**config.mk**
```make
export PLATFORM = sky130hd
export DESIGN_NAME = mips_instr_encoder_flat
export DESIGN_NICKNAME = d
export VERILOG_FILES = /design/src/rtl/mips_instr_encoder_pkg.sv /design/src/rtl/mips_instr_encoder_if.sv /design/src/rtl/mips_instr_encoder_pack.sv /design/src/rtl/mips_instr_encoder.sv /design/src/flat_wrapper.sv
export SDC_FILE = /design/constraint.sdc
export NUM_CORES = 1
export LEC_CHECK = 0
export CAP_MARGIN = 25
export CORE_ASPECT_RATIO = 1.5
export CORE_UTILIZATION = 50
export CTS_CLUSTER_DIAMETER = 50
export DETAILED_ROUTE_END_ITERATION = 10
export GPL_TIMING_DRIVEN = 0
export PLACE_DENSITY = 0.86
export SYNTH_ARGS = -nofsm -noshare
export SYNTH_HDL_FRONTEND = slang
export SYNTH_SLANG_ARGS = --single-unit
export TNS_END_PERCENT = 20
```
**constraint.sdc**
```tcl
create_clock -name clk -period 11.5 [get_ports clk]
set_clock_uncertainty 0.2 [all_clocks]
set_input_delay 1.15 -clock clk [delete_from_list [all_inputs] [get_ports clk]]
set_output_delay 1.15 -clock clk [all_outputs]
set_load 0.02 [all_outputs]
```
**src/rtl/mips_instr_encoder_pkg.sv**
```systemverilog
// mips_instr_encoder_pkg: MIPS opcode/funct constants, encoder op set and field packing helpers
package mips_instr_encoder_pkg;
  localparam int INSTR_WIDTH = 32;
  typedef enum logic [5:0] {
    OPC_SPECIAL  = 6'h00, OPC_REGIMM = 6'h01, OPC_J    = 6'h02, OPC_JAL  = 6'h03,
    OPC_BEQ      = 6'h04, OPC_BNE    = 6'h05, OPC_BLEZ = 6'h06, OPC_BGTZ = 6'h07,
    OPC_ADDI     = 6'h08, OPC_ADDIU  = 6'h09, OPC_SLTI = 6'h0A, OPC_SLTIU = 6'h0B,
    OPC_ANDI     = 6'h0C, OPC_ORI    = 6'h0D, OPC_XORI = 6'h0E, OPC_LUI  = 6'h0F,
    OPC_SPECIAL2 = 6'h1C, OPC_LB     = 6'h20, OPC_LH   = 6'h21, OPC_LW   = 6'h23,
    OPC_LBU      = 6'h24, OPC_LHU    = 6'h25, OPC_SW   = 6'h2B
  } opcode_t;
  typedef enum logic [5:0] {
    F_SLL  = 6'h00, F_SRL  = 6'h02, F_SRA = 6'h03, F_SLLV = 6'h04, F_SRLV = 6'h06,
    F_SRAV = 6'h07, F_JR   = 6'h08, F_JALR = 6'h09, F_ADD = 6'h20, F_ADDU = 6'h21,
    F_SUB  = 6'h22, F_SUBU = 6'h23, F_AND = 6'h24, F_OR   = 6'h25, F_XOR  = 6'h26,
    F_NOR  = 6'h27, F_SLT  = 6'h2A, F_SLTU = 6'h2B
  } funct_t;
  typedef enum logic [5:0] {
    OP_ADD, OP_ADDU, OP_SUB, OP_SUBU, OP_AND, OP_OR, OP_XOR, OP_NOR, OP_SLT, OP_SLTU,
    OP_SLL, OP_SRL, OP_SRA, OP_SLLV, OP_SRLV, OP_SRAV,
    OP_ADDI, OP_ADDIU, OP_SLTI, OP_SLTIU, OP_ANDI, OP_ORI, OP_XORI, OP_LUI,
    OP_LW, OP_LB, OP_LH, OP_LBU, OP_LHU, OP_SW,
    OP_BEQ, OP_BNE, OP_BLEZ, OP_BGTZ, OP_BLTZ, OP_BGEZ,
    OP_J, OP_JAL, OP_JR, OP_JALR, OP_MUL, OP_NOP, OP_LI
  } enc_op_t;
  typedef enum logic [1:0] {IDLE, EMIT, EMIT_HI, EMIT_LO} enc_state_t;
  localparam logic [5:0] R_FUNCT_MUL = 6'h02;
  localparam logic [INSTR_WIDTH-1:0] NOP_WORD = '0;
  localparam logic [4:0] REG_RA = 5'd31;
  function automatic logic [31:0] r_word(logic [4:0] rs, logic [4:0] rt, logic [4:0] rd, logic [4:0] sh, logic [5:0] f);
    return {OPC_SPECIAL, rs, rt, rd, sh, f};
  endfunction
  function automatic logic [31:0] i_word(opcode_t o, logic [4:0] rs, logic [4:0] rt, logic [15:0] imm);
    return {o, rs, rt, imm};
  endfunction
endpackage

```
**src/rtl/mips_instr_encoder_if.sv**
```systemverilog
// mips_instr_encoder_if: request bus from the loader and write bus toward instruction memory
interface mips_instr_encoder_if
  import mips_instr_encoder_pkg::*;
#(
  parameter int ADDR_WIDTH = 8
);
  logic                   clear;
  logic                   req_valid;
  logic                   req_ready;
  logic [5:0]             req_op;
  logic [4:0]             req_rs;
  logic [4:0]             req_rt;
  logic [4:0]             req_rd;
  logic [4:0]             req_shamt;
  logic [31:0]            req_imm;
  logic                   wr_valid;
  logic                   wr_ready;
  logic [ADDR_WIDTH-1:0]  wr_addr;
  logic [INSTR_WIDTH-1:0] wr_data;
  logic                   full;
  logic                   err_illegal;
  modport master (
    output clear, req_valid, req_op, req_rs, req_rt, req_rd, req_shamt, req_imm, wr_ready,
    input  req_ready, wr_valid, wr_addr, wr_data, full, err_illegal
  );
  modport slave (
    input  clear, req_valid, req_op, req_rs, req_rt, req_rd, req_shamt, req_imm, wr_ready,
    output req_ready, wr_valid, wr_addr, wr_data, full, err_illegal
  );
endinterface

```
**src/rtl/mips_instr_encoder_pack.sv**
```systemverilog
// mips_instr_encoder_pack: combinational op + fields -> 32-bit MIPS word; flags unsupported ops
module mips_instr_encoder_pack
  import mips_instr_encoder_pkg::*;
(
  input  logic [5:0]  i_op,
  input  logic [4:0]  i_rs,
  input  logic [4:0]  i_rt,
  input  logic [4:0]  i_rd,
  input  logic [4:0]  i_shamt,
  input  logic [25:0] i_imm,
  output logic [31:0] o_word,
  output logic        o_legal
);
  logic [15:0] w_imm;
  assign w_imm = i_imm[15:0];
  always_comb begin
    o_word  = NOP_WORD;
    o_legal = 1'b1;
    case (i_op)
      OP_ADD:   o_word = r_word(i_rs, i_rt, i_rd, 5'd0, F_ADD);
      OP_ADDU:  o_word = r_word(i_rs, i_rt, i_rd, 5'd0, F_ADDU);
      OP_SUB:   o_word = r_word(i_rs, i_rt, i_rd, 5'd0, F_SUB);
      OP_SUBU:  o_word = r_word(i_rs, i_rt, i_rd, 5'd0, F_SUBU);
      OP_AND:   o_word = r_word(i_rs, i_rt, i_rd, 5'd0, F_AND);
      OP_OR:    o_word = r_word(i_rs, i_rt, i_rd, 5'd0, F_OR);
      OP_XOR:   o_word = r_word(i_rs, i_rt, i_rd, 5'd0, F_XOR);
      OP_NOR:   o_word = r_word(i_rs, i_rt, i_rd, 5'd0, F_NOR);
      OP_SLT:   o_word = r_word(i_rs, i_rt, i_rd, 5'd0, F_SLT);
      OP_SLTU:  o_word = r_word(i_rs, i_rt, i_rd, 5'd0, F_SLTU);
      OP_SLL:   o_word = r_word(5'd0, i_rt, i_rd, i_shamt, F_SLL);
      OP_SRL:   o_word = r_word(5'd0, i_rt, i_rd, i_shamt, F_SRL);
      OP_SRA:   o_word = r_word(5'd0, i_rt, i_rd, i_shamt, F_SRA);
      OP_SLLV:  o_word = r_word(i_rs, i_rt, i_rd, 5'd0, F_SLLV);
      OP_SRLV:  o_word = r_word(i_rs, i_rt, i_rd, 5'd0, F_SRLV);
      OP_SRAV:  o_word = r_word(i_rs, i_rt, i_rd, 5'd0, F_SRAV);
      OP_ADDI:  o_word = i_word(OPC_ADDI, i_rs, i_rt, w_imm);
      OP_ADDIU: o_word = i_word(OPC_ADDIU, i_rs, i_rt, w_imm);
      OP_SLTI:  o_word = i_word(OPC_SLTI, i_rs, i_rt, w_imm);
      OP_SLTIU: o_word = i_word(OPC_SLTIU, i_rs, i_rt, w_imm);
      OP_ANDI:  o_word = i_word(OPC_ANDI, i_rs, i_rt, w_imm);
      OP_ORI:   o_word = i_word(OPC_ORI, i_rs, i_rt, w_imm);
      OP_XORI:  o_word = i_word(OPC_XORI, i_rs, i_rt, w_imm);
      OP_LUI:   o_word = i_word(OPC_LUI, 5'd0, i_rt, w_imm);
      OP_LW:    o_word = i_word(OPC_LW, i_rs, i_rt, w_imm);
      OP_LB:    o_word = i_word(OPC_LB, i_rs, i_rt, w_imm);
      OP_LH:    o_word = i_word(OPC_LH, i_rs, i_rt, w_imm);
      OP_LBU:   o_word = i_word(OPC_LBU, i_rs, i_rt, w_imm);
      OP_LHU:   o_word = i_word(OPC_LHU, i_rs, i_rt, w_imm);
      OP_SW:    o_word = i_word(OPC_SW, i_rs, i_rt, w_imm);
      OP_BEQ:   o_word = i_word(OPC_BEQ, i_rs, i_rt, w_imm);
      OP_BNE:   o_word = i_word(OPC_BNE, i_rs, i_rt, w_imm);
      OP_BLEZ:  o_word = i_word(OPC_BLEZ, i_rs, 5'd0, w_imm);
      OP_BGTZ:  o_word = i_word(OPC_BGTZ, i_rs, 5'd0, w_imm);
      OP_BLTZ:  o_word = i_word(OPC_REGIMM, i_rs, 5'd0, w_imm);
      OP_BGEZ:  o_word = i_word(OPC_REGIMM, i_rs, 5'd1, w_imm);
      OP_J:     o_word = {OPC_J, i_imm};
      OP_JAL:   o_word = {OPC_JAL, i_imm};
      OP_JR:    o_word = r_word(i_rs, 5'd0, 5'd0, 5'd0, F_JR);
      OP_JALR:  o_word = r_word(i_rs, 5'd0, i_rd == 5'd0 ? REG_RA : i_rd, 5'd0, F_JALR);
      OP_MUL:   o_word = {OPC_SPECIAL2, i_rs, i_rt, i_rd, 5'd0, R_FUNCT_MUL};
      OP_NOP:   o_word = NOP_WORD;
      default:  o_legal = 1'b0;
    endcase
  end
endmodule

```
**src/rtl/mips_instr_encoder.sv**
```systemverilog
// mips_instr_encoder: accepts symbolic requests, writes encoded words to sequential imem addresses
// LI expands to LUI(+ORI); the write pointer saturates at the last address and raises full.
module mips_instr_encoder
  import mips_instr_encoder_pkg::*;
#(
  parameter int ADDR_WIDTH = 8,
  parameter int BASE_ADDR  = 0
)(
  input logic                  clk,
  input logic                  rst,
  mips_instr_encoder_if.slave  bus
);
  localparam logic [ADDR_WIDTH-1:0] LAST = '1;
  localparam logic [ADDR_WIDTH-1:0] BASE = ADDR_WIDTH'(BASE_ADDR);
  enc_state_t            r_state;
  logic [ADDR_WIDTH-1:0] r_addr;
  logic [31:0]           r_data;
  logic                  r_valid;
  logic                  r_full;
  logic                  r_err;
  logic [4:0]            r_rt;
  logic [15:0]           r_lo;
  logic                  w_idle;
  logic                  w_accept;
  logic                  w_hs;
  logic                  w_li;
  logic                  w_li_hi;
  logic                  w_li_lo;
  logic [5:0]            w_p_op;
  logic [4:0]            w_p_rs;
  logic [4:0]            w_p_rt;
  logic [25:0]           w_p_imm;
  logic [31:0]           w_word;
  logic                  w_legal;
  assign w_idle   = r_state == IDLE;
  assign w_accept = bus.req_valid & bus.req_ready;
  assign w_hs     = r_valid & bus.wr_ready;
  assign w_li     = bus.req_op == OP_LI;
  assign w_li_hi  = |bus.req_imm[31:16];
  assign w_li_lo  = |bus.req_imm[15:0];
  // Idle: pack the incoming request (LI mapped to its first word); otherwise the pending LI ORI half
  assign w_p_op  = !w_idle ? OP_ORI : w_li ? (w_li_hi ? OP_LUI : OP_ORI) : bus.req_op;
  assign w_p_rs  = !w_idle ? r_rt : w_li ? 5'd0 : bus.req_rs;
  assign w_p_rt  = w_idle ? bus.req_rt : r_rt;
  assign w_p_imm = !w_idle ? {10'd0, r_lo} : (w_li & w_li_hi) ? {10'd0, bus.req_imm[31:16]} : bus.req_imm[25:0];
  mips_instr_encoder_pack u_pack (
    .i_op    (w_p_op),
    .i_rs    (w_p_rs),
    .i_rt    (w_p_rt),
    .i_rd    (bus.req_rd),
    .i_shamt (bus.req_shamt),
    .i_imm   (w_p_imm),
    .o_word  (w_word),
    .o_legal (w_legal)
  );
  always_ff @(posedge clk) begin
    if (rst || bus.clear) begin
      r_state <= IDLE;
      r_valid <= 1'b0;
      r_addr  <= BASE;
      r_full  <= 1'b0;
      r_err   <= 1'b0;
      r_data  <= rst ? '0 : r_data;
    end else begin
      if (w_hs) begin
        r_full <= r_full | (r_addr == LAST);
        r_addr <= r_addr == LAST ? r_addr : r_addr + 1'b1;
      end
      case (r_state)
        IDLE: if (w_accept) begin
          if (!w_legal) r_err <= 1'b1;
          else begin
            r_valid <= 1'b1;
            r_data  <= w_word;
            r_rt    <= bus.req_rt;
            r_lo    <= bus.req_imm[15:0];
            r_state <= (w_li & w_li_hi & w_li_lo) ? EMIT_HI : EMIT;
          end
        end
        EMIT_HI: if (w_hs) begin
          if (r_addr == LAST) begin
            r_valid <= 1'b0;
            r_err   <= 1'b1;
            r_state <= IDLE;
          end else begin
            r_data  <= w_word;
            r_state <= EMIT_LO;
          end
        end
        EMIT, EMIT_LO: if (w_hs) begin
          r_valid <= 1'b0;
          r_state <= IDLE;
        end
        default: r_state <= IDLE;
      endcase
    end
  end
  assign bus.req_ready   = w_idle & ~r_full;
  assign bus.wr_valid    = r_valid;
  assign bus.wr_addr     = r_addr;
  assign bus.wr_data     = r_data;
  assign bus.full        = r_full;
  assign bus.err_illegal = r_err;
endmodule

```
**src/flat_wrapper.sv**
```systemverilog
// flat-port wrapper written by rule: the top's interface ports become plain ports
module mips_instr_encoder_flat import mips_instr_encoder_pkg::*;
#(
  parameter int ADDR_WIDTH = 8,
  parameter int BASE_ADDR  = 0
)
  (clk, rst, bus_clear, bus_req_valid, bus_req_op, bus_req_rs, bus_req_rt, bus_req_rd, bus_req_shamt, bus_req_imm, bus_wr_ready, bus_req_ready, bus_wr_valid, bus_wr_addr, bus_wr_data, bus_full, bus_err_illegal);
  mips_instr_encoder_if #(.ADDR_WIDTH(ADDR_WIDTH)) bus_i ();
  input logic clk;
  input logic rst;
  input wire logic [$bits(bus_i.clear)-1:0] bus_clear;
  input wire logic [$bits(bus_i.req_valid)-1:0] bus_req_valid;
  input wire logic [$bits(bus_i.req_op)-1:0] bus_req_op;
  input wire logic [$bits(bus_i.req_rs)-1:0] bus_req_rs;
  input wire logic [$bits(bus_i.req_rt)-1:0] bus_req_rt;
  input wire logic [$bits(bus_i.req_rd)-1:0] bus_req_rd;
  input wire logic [$bits(bus_i.req_shamt)-1:0] bus_req_shamt;
  input wire logic [$bits(bus_i.req_imm)-1:0] bus_req_imm;
  input wire logic [$bits(bus_i.wr_ready)-1:0] bus_wr_ready;
  output wire logic [$bits(bus_i.req_ready)-1:0] bus_req_ready;
  output wire logic [$bits(bus_i.wr_valid)-1:0] bus_wr_valid;
  output wire logic [$bits(bus_i.wr_addr)-1:0] bus_wr_addr;
  output wire logic [$bits(bus_i.wr_data)-1:0] bus_wr_data;
  output wire logic [$bits(bus_i.full)-1:0] bus_full;
  output wire logic [$bits(bus_i.err_illegal)-1:0] bus_err_illegal;
  assign bus_i.clear = bus_clear;
  assign bus_i.req_valid = bus_req_valid;
  assign bus_i.req_op = bus_req_op;
  assign bus_i.req_rs = bus_req_rs;
  assign bus_i.req_rt = bus_req_rt;
  assign bus_i.req_rd = bus_req_rd;
  assign bus_i.req_shamt = bus_req_shamt;
  assign bus_i.req_imm = bus_req_imm;
  assign bus_i.wr_ready = bus_wr_ready;
  assign bus_req_ready = bus_i.req_ready;
  assign bus_wr_valid = bus_i.wr_valid;
  assign bus_wr_addr = bus_i.wr_addr;
  assign bus_wr_data = bus_i.wr_data;
  assign bus_full = bus_i.full;
  assign bus_err_illegal = bus_i.err_illegal;
  mips_instr_encoder #(.ADDR_WIDTH(ADDR_WIDTH), .BASE_ADDR(BASE_ADDR)) u_core (.clk(clk), .rst(rst), .bus(bus_i));
endmodule
```
==> run summary, run 1 <==
count leader, synth -> edfxtp_1
Vias/cell -> 6.49
drt pass-1 iters -> 5
Syn Nets -> 491
layout cells sized above 1 -> 9.80%
number of distinct library cells after synthesis -> 74
WL final -> 14,400 µm
# hold bufs at CTS -> 0
peak supply drop -> 0.0764 mV
CP required -> 11,330 ps
Overflow after GRT -> 0
Final Hold Vio Count -> 0
Post-DP Area -> 5310 µm²
Synthesis Warnings -> 0
WP data arrival -> 4640 ps
via count -> 4,260
GRT Util Overall -> 35.5%
Inst Count DP -> 639
CTS tree -> done
TNS Setup -> 0 ps
Synth Cell Area -> 4080 µm²
RD Place Congestion -> 0.969
clk sink count -> 66
Post CTS Setup Buffer Count -> 0
Die Ht -> 113 µm
maximum clock path buffer count -> 2
Nets -> 610
post-route insts no fill -> 656
root buffer cell -> clkbuf_16
EDFF count, synth -> 53
max-slew violation count -> 0
row count -> 40
DP Wirelength -> 10,600 µm
P_leak -> 2.01 nW
vias in the first global route -> 4,349
initial antenna violation count -> 0
antenna cell count -> 0
worst-skew pair later-pin latency -> 330 ps
relative slew slack -> 43.3%
ys async rst share -> 0%
register area share after synthesis -> 45.4%
Worst Reg2Reg Path Length in Cells -> 11
Yosys top cell area share -> 39.0%
TritonCTS Buffers -> 9
Residual DRC -> 0
initial core utilization -> 51.3%
synth-to-layout area growth -> 37.2%
die area -> 8530 µm²
largest net degree at the start of global routing -> 16
Avg WL per Cell -> 21.9 µm
Final Cell Area -> 5600 µm²
Worst Setup End Kind -> flip-flop
Top Ports -> 107
outcome -> finished clean
Main synth FF type -> edfxtp_1
maximum clock frequency -> 208 MHz
Post-Synthesis Cells -> 427
period utilization -> 41.8%
PwrDens -> 123 nW/µm²
H-tree depth -> 3
Worst Tran Pin Value -> 847 ps
first-pass GRT wire length -> 22,400 µm
number of max-cap violations -> 0
worst reg2reg path endpoint -> u_core.bus.wr_data[29]$_SDFFCE_PP0P_
switch share -> 27.0%
synth top area cells -> edfxtp_1 39%, dfxtp_1 6.4%, nor2_1 4.1%
R2R Path Start -> u_core.r_state[0]$_SDFFE_PP0P_
Worst Hold Class -> reg -> reg
Crit Path Category -> in -> reg
Iteration-0 DRC Markers -> 542
syn_area_per_cell -> 9.56 µm²
CTS-repair resized insts -> 0
Int Pwr -> 0.502 mW
R2R Setup Slk -> 7810 ps
clock slew at reported path FFs -> 50 ps
area leader, netlist -> edfxtp_1
Final Setup Violations -> 0
Hold Path Depth -> 1
number of buffers added on ports -> 104
post-route ant nets -> 0
Yosys reg bits -> 66
DIE WIDTH -> 75.8 µm
Worst setup endpoint -> u_core.bus.wr_data[29]$_SDFFCE_PP0P_
Worst Setup Start Kind -> input pin
Clock power frac -> 38.5%
unrepaired setup endpoints after global routing -> no
sequential power share -> 40.1%
crit-path max FO -> 12
minimum clock period -> 4800 ps
Core Area -> 7960 µm²
synth cell count leaders -> 53 x edfxtp_1, 45 x nor2_1, 43 x nand2_1, 28 x a21oi_1, 28 x o21ai_0
Gate power share -> 21.4%
crit path from -> bus_req_imm[24]
P_sw -> 0.186 mW
==> power groups by stage <==
stage	registers [mW]	logic, mW	clock network [mW]
2_1_floorplan	0.293	0.0610	0
3_3_place_gp	0.281	0.139	0
3_5_place_dp	0.281	0.143	0
4_1_cts	0.276	0.145	0.266
5_1_grt	0.277	0.156	0.273
6_report	0.276	0.147	0.265
==> per-stage QoR <==
| stage | utilization [%] | total power [mW] | hold slack (ps) | setup WS, ps |
|---|---|---|---|---|
| floorplan | - | 0.354 | 370 | 6440 |
| global placement | 66.0 | 0.420 | 281 | 4720 |
| detailed placement | 66.7 | 0.424 | 294 | 6430 |
| CTS | 70.3 | 0.686 | 305 | 6720 |
| global route | 70.4 | 0.706 | 348 | 6500 |
| finish | 70.4 | 0.688 | 307 | 6700 |
==> worst min-delay path by stage <==
stage	endpoint	slack, ps	startpoint
finish	u_core.bus.wr_addr[6]$_SDFFE_PP0P_	310	u_core.bus.wr_addr[6]$_SDFFE_PP0P_
detailed placement	u_core.bus.wr_addr[6]$_SDFFE_PP0P_	290	u_core.bus.wr_addr[6]$_SDFFE_PP0P_
global placement	u_core.bus.wr_addr[6]$_SDFFE_PP0P_	280	u_core.bus.wr_addr[6]$_SDFFE_PP0P_
floorplan	u_core.bus.wr_addr[5]$_SDFFE_PP0P_	370	u_core.bus.wr_addr[5]$_SDFFE_PP0P_
global route	u_core.bus.wr_addr[6]$_SDFFE_PP0P_	350	u_core.bus.wr_addr[6]$_SDFFE_PP0P_
CTS	u_core.bus.wr_addr[6]$_SDFFE_PP0P_	300	u_core.bus.wr_addr[6]$_SDFFE_PP0P_
==> routing by layer <==
layer / vias up / routed length, µm / GRT usage, %
met5: - / 0 / 0
li1: 1880 / - / -
met1: 1981 / 5090 / 39.9
met4: 0 / 873 / 24.7
met3: 77 / 1120 / 6.28
met2: 322 / 7280 / 58.5
==> final cells by class <==
type | count | area, µm²
fillers | 595 | 2360
multi-input cells | 320 | 2030
flip-flops and latches | 66 | 1850
repair buffers | 108 | 1090
clock buffers | 10 | 229
plain buffers | 34 | 184
well taps | 105 | 131
clock inverters | 6 | 57.6
inverters | 7 | 26.3
==> critical path, stage by stage <==
cell and delay (ps):
clkdlybuf4s50_1 550, nor4_1 450, nand4_1 410, o211ai_1 480, a2111o_1 270, nor4_4 90, o41ai_4 790, buf_8 240
buf_6 170
==> kinds of logic (layout without fill, tap and decap cells) <==
family,count (synthesis),count (layout),synth area share (%)
multiplexers,16,16,3.93
buffers and inverters,41,165,5.15
XOR/XNOR,6,6,1.29
adder cells (fa/ha/maj),1,1,0.307
AND/OR/NAND/NOR,168,168,21.5
flip-flops,66,66,45.4
AO/OA/AOI/OAI,129,129,22.4
==> flip-flops by register name, summed over array words and instances, names as in the netlist <==
name,count
u_core.bus.wr_data,32
u_core.bus.full,1
u_core.bus.err_illegal,1
u_core.r_rt,5
u_core.r_state,2
u_core.bus.wr_valid,1
u_core.bus.wr_addr,8
u_core.r_lo,16
==> cells in the final DEF, fill, tap and decap left out, types with 3 or more instances in the layout <==
master / netlist / final
nand2_1: 43 / 43
clkbuf_16: 0 / 9
a211o_1: 4 / 4
nor4_1: 14 / 14
o2bb2ai_1: 3 / 3
nor2_1: 45 / 44
and3_1: 3 / 3
nand3b_1: 3 / 3
o21ai_0: 28 / 28
a222oi_1: 5 / 5
a211oi_1: 8 / 8
nand2b_1: 7 / 7
a21oi_1: 28 / 28
nor3_1: 10 / 10
buf_6: 5 / 6
a21o_1: 3 / 3
buf_2: 9 / 9
a31oi_1: 7 / 7
dfxtp_1: 13 / 13
buf_1: 4 / 4
xor2_1: 4 / 4
inv_1: 7 / 7
a22o_1: 5 / 5
clkbuf_1: 14 / 15
a31o_2: 5 / 5
mux2i_1: 16 / 16
edfxtp_1: 53 / 53
clkdlybuf4s50_1: 0 / 104
o211ai_1: 5 / 5
nand4_1: 7 / 7
nand3_1: 12 / 12
a22oi_1: 3 / 3
Note: power is estimated with default switching activity, not from simulation.
==> inputs of run 2 (changes only) <==
- CORE_UTILIZATION: 50 -> 49
- PLACE_DENSITY: 0.86 -> 0.84
- clock period: 11.5 -> 4.9 ns (I/O delays scaled with it)
==> run 2 against run 1 <==
Against the previous run: first-iteration DRC count shrank 21%; critical path depth is the same; sequential power grew 130%; global-route usage shrank 2.8 points; worst hold slack lost 3.3 ps; routed wire length shrank 3.6%; final cell count shrank 0.15%; total power grew 130%; core utilization shrank 1.0 points; critical path type unchanged; largest power group unchanged.
==> run summary, run 2 (synthesized netlist as in run 1, its figures left out) <==
Die Ht -> 114 µm (+1.0%)
Residual DRC -> 0 (unchanged)
Final Util -> 69.4% (-1.0 points)
peak supply drop -> 0.182 mV (+140%)
R2R Path Start -> u_core.r_state[0]$_SDFFE_PP0P_
Worst Setup Start Kind -> input pin
Gate power share -> 21.4% (about the same)
Final Setup Violations -> 0 (unchanged)
Worst Setup End Kind -> flip-flop
Top Ports -> 107 (unchanged)
synth-to-layout area growth -> 37.0%
DR WL met3 -> 1170 µm (+4.7%)
number of max-cap violations -> 0 (unchanged)
CP top delay family -> compound AO/OA/AOI/OAI gates
Clock power frac -> 38.2% (-0.3 points)
TNS Setup -> 0 ps (unchanged)
met1 WL -> 4970 µm (-2.3%)
Worst Tran Pin Value -> 900 ps (+52.7 ps)
Post CTS Setup Buffer Count -> 0 (unchanged)
max incr delay on CP -> 840 ps (+50 ps)
layout cells sized above 1 -> 9.64% (-0.16 points)
Final Hold Vio Count -> 0 (unchanged)
sequential power share -> 40.4% (+0.3 points)
period utilization -> 86.0%
number of buffers added on ports -> 104 (unchanged)
Vias/cell -> 6.49 (about the same)
Avg WL per Cell -> 21.1 µm (-3.5%)
worst-skew pair later-pin latency -> 340 ps (about the same)
initial core utilization -> 50.6% (-0.64 points)
unrepaired setup endpoints after global routing -> no
antenna cell count -> 0 (unchanged)
drt pass-1 iters -> 5 (unchanged)
# hold bufs at CTS -> 0 (unchanged)
max-slew violation count -> 0 (unchanged)
vias in the first global route -> 4,172 (-4.1%)
TritonCTS Buffers -> 9 (unchanged)
met2 routed WL -> 7120 µm (-2.1%)
P_leak -> 2.01 nW (+0.16%)
maximum clock path buffer count -> 2 (unchanged)
Crit Path Category -> in -> reg
WP data arrival -> 4050 ps (-590 ps)
most frequent cells in the layout -> 104 x clkdlybuf4s50_1, 53 x edfxtp_1, 44 x nor2_1
H-tree depth -> 3 (unchanged)
hold slack -> 303 ps (-3.31 ps)
CTS tree -> done
die area -> 8700 µm² (+2.0%)
root buffer cell -> clkbuf_16
minimum clock period -> 4210 ps
initial antenna violation count -> 0 (unchanged)
crit-path max FO -> 12 (unchanged)
Overflow after GRT -> 0 (unchanged)
first-pass GRT wire length -> 21,600 µm (-3.8%)
relative slew slack -> 39.8% (-3.5 points)
switch share -> 26.7% (-0.32 points)
largest net degree at the start of global routing -> 18 (+2)
Iteration-0 DRC Markers -> 429 (-21%)
Int Pwr -> 1.18 mW (+130%)
CP required -> 4740 ps (-6590 ps)
P_sw -> 0.429 mW (+130%)
RD Place Congestion -> 0.956 (-1.4%)
Core Area -> 8060 µm² (+1.3%)
DR top layer -> met4
DIE WIDTH -> 76.5 µm (+0.99%)
commonest non-fill, non-tap cell in the layout -> clkdlybuf4s50_1
CTS-repair resized insts -> 0 (unchanged)
Worst Hold Class -> reg -> reg
Worst path slowest cell -> o41ai_4
clk sink count -> 66 (unchanged)
number of flip-flops in the largest register -> 32 (unchanged)
GRT Util Overall -> 32.7% (-2.8 points)
DP Wirelength -> 10,200 µm (-4.0%)
Nets -> 610 (unchanged)
outcome -> finished clean
PwrDens -> 287 nW/µm² (+130%)
clock slew at reported path FFs -> 60 ps (about the same)
via count -> 4,250 (-0.23%)
Buf/Inv on CP -> 3 (unchanged)
WL final -> 13,800 µm (-3.6%)
hold path startpoint -> u_core.bus.wr_addr[5]$_SDFFE_PP0P_
maximum clock frequency -> 237 MHz
FILL cells -> 628 (+5.5%)
row count -> 40 (unchanged)
crit path from -> bus_req_imm[17]
CP Cell Sequence -> clkdlybuf4s50_1 > nor4_1 > nand4_1 > o211ai_1 > a2111o_1 > nor4_4 > o41ai_4 > buf_8 > buf_6
post-route ant nets -> 0 (unchanged)
-- run 2: cell types whose count changed in the layout (fill, tap and decap cells not counted) --
cell	previous run	this run
clkinvlp_4	2	0
clkinv_2	1	2
clkbuf_1	15	16
clkinv_1	2	1
-- run 2: final timing paths --
kind / to / slack (ps) / cells past startpoint
max reg2reg: u_core.bus.wr_data[28]$_SDFFCE_PP0P_ / 1160 / 11
min reg2reg: u_core.bus.wr_addr[5]$_SDFFE_PP0P_ / 300 / 2
min: u_core.bus.wr_addr[5]$_SDFFE_PP0P_ / 300 / 2
max: u_core.bus.wr_data[28]$_SDFFCE_PP0P_ / 690 / 9
-- run 2: worst register-to-register path: stages (launching register included) --
cell and delay [ps]:
dfxtp_1 290, buf_4 160, or2_1 220, buf_2 160
buf_6 160, nor3_1 440, nor3_1 120, o2111ai_2 280
nor4_4 130, o41ai_4 840, buf_8 250, buf_6 180
-- run 2: cell type report --
class	count	area, µm²	share of cell area (%)
flip-flops and latches	66	1850	33.1
repair buffers	108	1090	19.5
well taps	105	131	2.35
multi-input cells	320	2030	36.4
plain buffers	34	184	3.29
clock inverters	4	43.8	0.784
inverters	7	26.3	0.470
clock buffers	11	233	4.16
-- run 2: routing by layer --
layer	track usage, %	vias to the layer above
li1	-	1880
met1	36.1	2024
met2	57.3	295
met3	7.12	51
met4	19.7	0
met5	0	-
-- run 2: metrics by stage --
step	setup slack [ps]	cells	area (µm²)	total power, mW
CTS	726	654	5580	1.60
detailed placement	381	639	5310	0.993
finish	688	655	5590	1.61
floorplan	501	427	4080	0.832
global route	595	655	5590	1.65
global placement	-1270	636	5250	0.983
-- run 2: power by group through the flow --
stage	logic (mW)	registers [mW]	clock network, mW
floorplan	0.143	0.689	0
global placement	0.324	0.660	0
detailed placement	0.334	0.659	0
CTS	0.336	0.649	0.613
global route	0.361	0.650	0.642
finish	0.343	0.648	0.614
